<file path="config.mk">
export PLATFORM = sky130hd
export DESIGN_NAME = tof_frame_buffer
export DESIGN_NICKNAME = d
export VERILOG_FILES = /design/src/rtl/tof_frame_buffer.sv
export SDC_FILE = /design/constraint.sdc
export NUM_CORES = 2
export LEC_CHECK = 0
export BUFFER_PORTS_ARGS = -buffer_cell sky130_fd_sc_hd__buf_2
export CAP_MARGIN = 20
export CORE_ASPECT_RATIO = 1.1
export CORE_MARGIN = 2
export CORE_UTILIZATION = 40
export DETAILED_ROUTE_END_ITERATION = 16
export GPL_TIMING_DRIVEN = 1
export PLACE_DENSITY = 0.65
export SKIP_LAST_GASP = 1
export SLEW_MARGIN = 30
export SYNTH_ARGS = -nofsm -noshare
export SYNTH_HDL_FRONTEND = slang
export SYNTH_SLANG_ARGS = --single-unit
</file>
<file path="constraint.sdc">
create_clock -name clk -period 10.7 [get_ports clk]
set_input_delay 1.605 -clock clk [delete_from_list [all_inputs] [get_ports clk]]
set_output_delay 1.605 -clock clk [all_outputs]
set_load 0.01 [all_outputs]
</file>
<file path="src/rtl/tof_frame_buffer.sv">
// Double-buffered 8x8 ToF distance frame store: a sensor FSM fills the back bank
// while the front bank is read, with frame statistics and sticky error flags.
module tof_frame_buffer #(
  parameter int NB_ZONES = 64,
  parameter int DIST_W   = 16
) (
  input  logic              clk,
  input  logic              reset,
  input  logic [DIST_W-1:0] distance_data,
  input  logic [5:0]        sensor_index,
  input  logic              data_ready,
  input  logic              hold,
  input  logic              rd_en,
  input  logic [5:0]        rd_addr,
  input  logic              clr_err,
  output logic [DIST_W-1:0] rd_data,
  output logic              rd_valid,
  output logic              frame_valid,
  output logic [15:0]       frame_count,
  output logic [DIST_W-1:0] min_dist,
  output logic [5:0]        min_index,
  output logic              frame_err,
  output logic              dup_err,
  output logic              drop_err
);

  logic                r_dr;
  logic                r_sel;
  logic [NB_ZONES-1:0] r_mask;
  logic [DIST_W-1:0]   r_run_min;
  logic [5:0]          r_run_idx;
  logic [DIST_W-1:0]   r_bank0 [NB_ZONES];
  logic [DIST_W-1:0]   r_bank1 [NB_ZONES];

  logic                w_wr_stb;
  logic                w_idx_ok;
  logic                w_rd_ok;
  logic [NB_ZONES-1:0] w_onehot;
  logic [NB_ZONES-1:0] w_mask_nxt;
  logic                w_dup;
  logic                w_min_upd;
  logic [DIST_W-1:0]   w_min_nxt;
  logic [5:0]          w_idx_nxt;
  logic                w_close;
  logic                w_set_ferr;
  logic                w_set_dup;
  logic                w_set_drop;
  logic [DIST_W-1:0]   w_front;

  assign w_wr_stb   = data_ready && !r_dr;
  assign w_idx_ok   = ({1'b0, sensor_index} < 7'(NB_ZONES));
  assign w_rd_ok    = ({1'b0, rd_addr} < 7'(NB_ZONES));
  assign w_onehot   = w_idx_ok ? ({{(NB_ZONES-1){1'b0}}, 1'b1} << sensor_index) : '0;
  assign w_mask_nxt = r_mask | w_onehot;
  assign w_dup      = |(r_mask & w_onehot);

  // Zero distances mean "no return" and never win; strict < keeps the first tie.
  assign w_min_upd  = w_idx_ok && (distance_data != '0) && (distance_data < r_run_min);
  assign w_min_nxt  = w_min_upd ? distance_data : r_run_min;
  assign w_idx_nxt  = w_min_upd ? sensor_index : r_run_idx;

  assign w_close    = w_wr_stb && (sensor_index == 6'(NB_ZONES-1));
  assign w_set_ferr = (w_wr_stb && !w_idx_ok) || (w_close && !(&w_mask_nxt));
  assign w_set_dup  = w_wr_stb && w_dup;
  assign w_set_drop = w_close && hold;

  assign w_front    = r_sel ? r_bank1[rd_addr] : r_bank0[rd_addr];

  // Back-bank write: r_sel=0 means bank0 is front, so bank1 collects.
  always_ff @(posedge clk) begin
    if (w_wr_stb && w_idx_ok) begin
      if (r_sel) r_bank0[sensor_index] <= distance_data;
      else       r_bank1[sensor_index] <= distance_data;
    end
  end

  // Read port: uses r_sel before any swap taking effect on the same edge.
  always_ff @(posedge clk) begin
    if (reset) begin
      rd_data  <= '0;
      rd_valid <= 1'b0;
    end else begin
      rd_valid <= rd_en;
      if (rd_en) rd_data <= w_rd_ok ? w_front : '0;
    end
  end

  always_ff @(posedge clk) begin
    if (reset) begin
      r_dr        <= 1'b0;
      r_sel       <= 1'b0;
      r_mask      <= '0;
      r_run_min   <= '1;
      r_run_idx   <= '0;
      frame_valid <= 1'b0;
      frame_count <= '0;
      min_dist    <= '1;
      min_index   <= '0;
      frame_err   <= 1'b0;
      dup_err     <= 1'b0;
      drop_err    <= 1'b0;
    end else begin
      r_dr        <= data_ready;
      frame_valid <= 1'b0;
      if (w_close) begin
        r_mask    <= '0;
        r_run_min <= '1;
        r_run_idx <= '0;
        if (!hold) begin
          r_sel       <= ~r_sel;
          frame_valid <= 1'b1;
          frame_count <= frame_count + 16'd1;
          min_dist    <= w_min_nxt;
          min_index   <= w_idx_nxt;
        end
      end else if (w_wr_stb) begin
        r_mask    <= w_mask_nxt;
        r_run_min <= w_min_nxt;
        r_run_idx <= w_idx_nxt;
      end
      // A set event in the same cycle as clr_err wins.
      frame_err <= (frame_err && !clr_err) || w_set_ferr;
      dup_err   <= (dup_err   && !clr_err) || w_set_dup;
      drop_err  <= (drop_err  && !clr_err) || w_set_drop;
    end
  end

endmodule

</file>
* After elaboration in Yosys (flattened, before gate mapping)
Memories as Yosys holds them, arrays and structs flattened.
Cells that the tools add are included.
** Word-level totals
- Flip-flop bits (word level) :: 147
- Bits in latches :: 0
- RAM bits :: 2048
- ROM bits :: 0
- Memories kept :: 2
** Memories
- r_bank0 :: words 64, width 16, read ports 1, clocked after memory_dff 0, write ports 1, line 32 : logic [DIST_W-1:0] r_bank0 [NB_ZONES];
- r_bank1 :: words 64, width 16, read ports 1, clocked after memory_dff 0, write ports 1, line 33 : logic [DIST_W-1:0] r_bank1 [NB_ZONES];
** Cells by class
- Add/subtract/negate cells :: 1
- Multipliers :: 0
- Divide/modulo/power cells :: 0
- Order comparisons :: 1
- Equality and inequality tests :: 1
- Shift operators :: 1
- Multiplexer cells :: 10
- Bitwise operators :: 5
- Reduce and logical (&&, ||, !) cells :: 21
** Operator list (number)
- bitwise AND 64 bit :: 1
- OR 64 bit :: 1
- AND reduction 64 bit :: 1
- OR reduction 64 bit :: 1
- left shift 1 x 6 -> 64 bit (first input constant) :: 1
- two-way mux 16 bit :: 2
- adder 16 x 1 -> 16 bit (second input constant) :: 1
- less-than comparator 16 bit :: 1
- nonzero test 16 bit :: 1
- logical AND 1 bit :: 9
- two-way mux 1 bit :: 7
- equality test 6 bit (second input constant) :: 1
- two-way mux 6 bit :: 1
- OR reduction 2 bit :: 2
- logical NOT 1 bit :: 3
- logical OR 1 bit :: 3
- inverter 1 bit :: 3
- AND reduction 2 bit :: 1

* Longest topological paths before layout
- Depth after elaboration :: 6
- Depth in mapped cells :: 11

* Worst setup path after synthesis
OpenSTA, ideal clock, no wires.
- Path type :: input to register
- Start point :: input sensor_index[1]
- End point :: memory r_bank0[21][0], enable pin
- Library setup time :: 0.430 ns
- Data arrival time :: 4.389 ns
- Setup slack :: 5.881 ns
- Stages :: 7
- Cells stage by stage :: buf_2 > buf_2 > nor2b_1 > clkbuf_1 > nand2_1 > clkbuf_1 > nor4_1
** RTL lines
- from (decl) :: line 10 : input logic [5:0] sensor_index,
- to (decl) :: line 32
No word-level cell before the write port.

* Final worst setup path
- Start point :: input rd_addr[1]
- End point :: register rd_data[3]
** On the way
- Word-level cells in the longest chain between the ends :: 2
** Ends and longest elaborated chain
- from (decl) :: line 14 : input logic [5:0] rd_addr,
- memory read (64 x 16 bit) (on tied branches)
- two-way mux 16 bit (*) :: line 67 : assign w_front = r_sel ? r_bank1[rd_addr] : r_bank0[rd_addr];
- to (signal assigned) :: line 84 : if (rd_en) rd_data <= w_rd_ok ? w_front : '0;
- to (decl) :: line 16 : output logic [DIST_W-1:0] rd_data,
Every way passes the cells marked *; elsewhere a longest branch is shown, timed or not.
A chain may end at the register's enable or synchronous reset.

==> out/metrics.yaml <==
synthArstFlopShare_pct: 0
cts_buffer_depth: 3
synth_cells: 4113
io_buffers: 92
synthDistinctLibCells: 74
power_density_nw_per_um2: 179
rsz0062_at_grt: "false"
htree_num_levels: 4
hold_path_startpoint: "r_run_min[14]"
yosysWarnings: 0
rows: 178
leakagePower_nw: 30.3
synth_area_um2: 85700
die-width_um: 445
synthMuxAreaShare_pct: 16.9
cp-end-kind: "flop"
path_class: "in2reg"
dp_hpwl_um: 133000
postCtsHoldBufs: 0
detailedRoute.firstIterationViolations: 5730
synthFlopType: "edfxtp_1"
wl_um: 232000
drt_pre_antenna_iters: 5
antenna_found_initial: 12
fin_tns_setup_ps: 0
timing.rr.start: "r_dr"
fin_cells: 7333
crit_fanout: 120
synth_edf_count: 2048
finalCritPeriodShare_pct: 43.9
yosysSeqAreaShare_pct: 75.2
maxCapViolations: 0
cts_made_buffers: 208
synth_seq_cells: 2195
synthAdderAreaFrac_pct: 0.234
io-pin-count: 93
dp_cells: 6939
slew_viol_final: 0
reg2reg_slack_ps: 7490
avgRoutedWirePerCell_um: 31.6
nets: 4410
die_area_um2: 218000
gr-total-overflow: 0
setup_viol: 0
reg2reg_to: "r_bank0[55][15]"
hold_class: "reg2reg"
hold_viol: 0
vias: 44000
cts_root_buffer: "clkbuf_16"
status: "finished, final reports clean"
max_slew_margin_pct: 30.8
synth_compound_area_share_pct: 2.49
gp_congestion: 0.913
drive_gt1_share_pct: 29.0
clock_skew_ps: 40.9
initial_utilization_pct: 40.2
viasPerCell: 6.00
peakVddDrop_uv: 178
synth_top_family_by_area: "multiplexers"
fp.coreArea_um2: 213000
crit_path_start_kind: "input pin"
synth_nets: 4163
period_needed_ps: 4700
clkTransAtPathRegs_ps: 70
cts_num_sinks: 2195
synth.avg_cell_area_um2: 20.8
hold_depth: 2
hold_end: "min_dist[14]"
cts_tree: "done"
synth_simple_gate_area_share_pct: 3.44
fmax_mhz: 213
grt_usage_pct: 21.0
postCtsSetupBuffers: 0
finish.utilization_pct: 45.5
clk_latency_ps: 860
total_power_mw: 17.4
crit_required_ps: 11400
die_h_um: 489
worst_pin_slew_ps: 1030
worstRegToRegCells: 5
synth_xor_area_share_pct: 0.143
cp.arrival_ps: 5400
grt_start_max_net_pins: 121
postCtsResizedCells: 0
post-route-drc-count: 0
grt_pass1_vias: 43500
grt_first_pass_wirelength_um: 327000
ant_nets: 0
syn_to_final_growth_pct: 13.4
==> Yosys cell counts (all sizes together), types with 14 or more instances <==
cell       n  share of area (%)
dfxtp    147                3.4
nand3    102               0.60
o22ai     21               0.15
nor2b     15               0.11
nor4      27               0.21
inv       21              0.092
a22oi     19               0.17
a21oi    114               0.67
a31oi     23               0.17
o21ai     47               0.27
buf      126               0.91
mux2      19               0.25
edfxtp  2048                 72
nand4     31               0.23
a32oi     14               0.14
nor3      73               0.44
nand2     77               0.34
ha        16               0.23
mux4     596                 16
nand2b    25               0.18
clkbuf   130               0.57
a311oi    15               0.15
mux2i     85               0.99
nor2     181               0.79
==> cell families after synthesis <==
family | Yosys count
AO/OA/AOI/OAI | 326
XOR/XNOR | 14
adder cells (fa/ha/maj) | 16
buffers and inverters | 277
flip-flops | 2195
multiplexers | 700
AND/OR/NAND/NOR | 585
==> through the flow <==
step / setup slack, ps / hold WS (ps) / cell area [um^2]
after CTS: 6080 / 484 / 97100
after floorplan: 5880 / 447 / 85700
after detailed placement: 5150 / 466 / 90500
after global placement: 5200 / 465 / 90500
after global routing: 5860 / 496 / 97100
final: 6000 / 475 / 97100
==> flip-flops by register name, summed over array words and instances (netlist names) <==
signal and flops:
frame_err 1, r_dr 1, r_mask 64, r_run_min 16, rd_data 16, frame_valid 1, min_index 6, r_bank0 1024
dup_err 1, r_sel 1, r_bank1 1024, rd_valid 1, drop_err 1, frame_count 16, r_run_idx 6, min_dist 16
==> power breakdown <==
| group | internal [mW] | switching [mW] | total (mW) |
|---|---|---|---|
| logic | 0.309 | 0.551 | 0.860 |
| registers | 9.40 | 0.0270 | 9.43 |
| clock network | 3.93 | 3.19 | 7.12 |
| total | 13.6 | 3.76 | 17.4 |
==> layout make-up <==
cell class	count	area [um^2]
repair buffers	293	2190
clock buffers	276	5560
multi-input cells	1641	20400
diodes	7	17.5
inverters	21	78.8
well taps	2790	3490
flip-flops and latches	2195	64400
clock inverters	110	971
fillers	17600	116000
==> worst max-delay path: stages <==
cell      delay [ps]
buf_8            560
buf_12           530
buf_4            780
mux4_2           440
mux2i_1          380
nor3_1           120
nor3_1           290
a311oi_1         160
==> per-layer routing <==
| layer | vias up | GRT usage (%) | share of wire [%] |
|---|---|---|---|
| met5 | - | 0 | 0.0056 |
| li1 | 17700 | - | - |
| met3 | 369 | 3.79 | 8.6 |
| met2 | 2250 | 33.7 | 48 |
| met1 | 23700 | 29.0 | 40 |
| met4 | 2 | 7.64 | 3.8 |
==> layout by cell type, fill, tap and decap left out, drive strengths merged, types with 16 or more instances in the layout <==
cell,n
o21ai,47
dfxtp,147
a22oi,19
buf,293
mux4,596
clkinv,87
nand3,102
nand2,77
edfxtp,2048
mux2i,85
a21oi,114
o22ai,21
clkbuf,276
inv,28
nor4,27
nor2,181
nor3,73
nand4,31
ha,16
nand2b,25
a31oi,23
mux2,19
==> worst max path at each step <==
stage	end	cells past startpoint	startpoint
finish	rd_data[3]	8	rd_addr[1]
global route	rd_data[15]	10	rd_addr[0]
CTS	rd_data[8]	8	rd_addr[0]
detailed placement	rd_data[8]	8	rd_addr[0]
global placement	rd_data[8]	8	rd_addr[0]
floorplan	r_bank0[21][0]	7	sensor_index[1]
No activity file was read; power rests on OpenSTA's default activity.
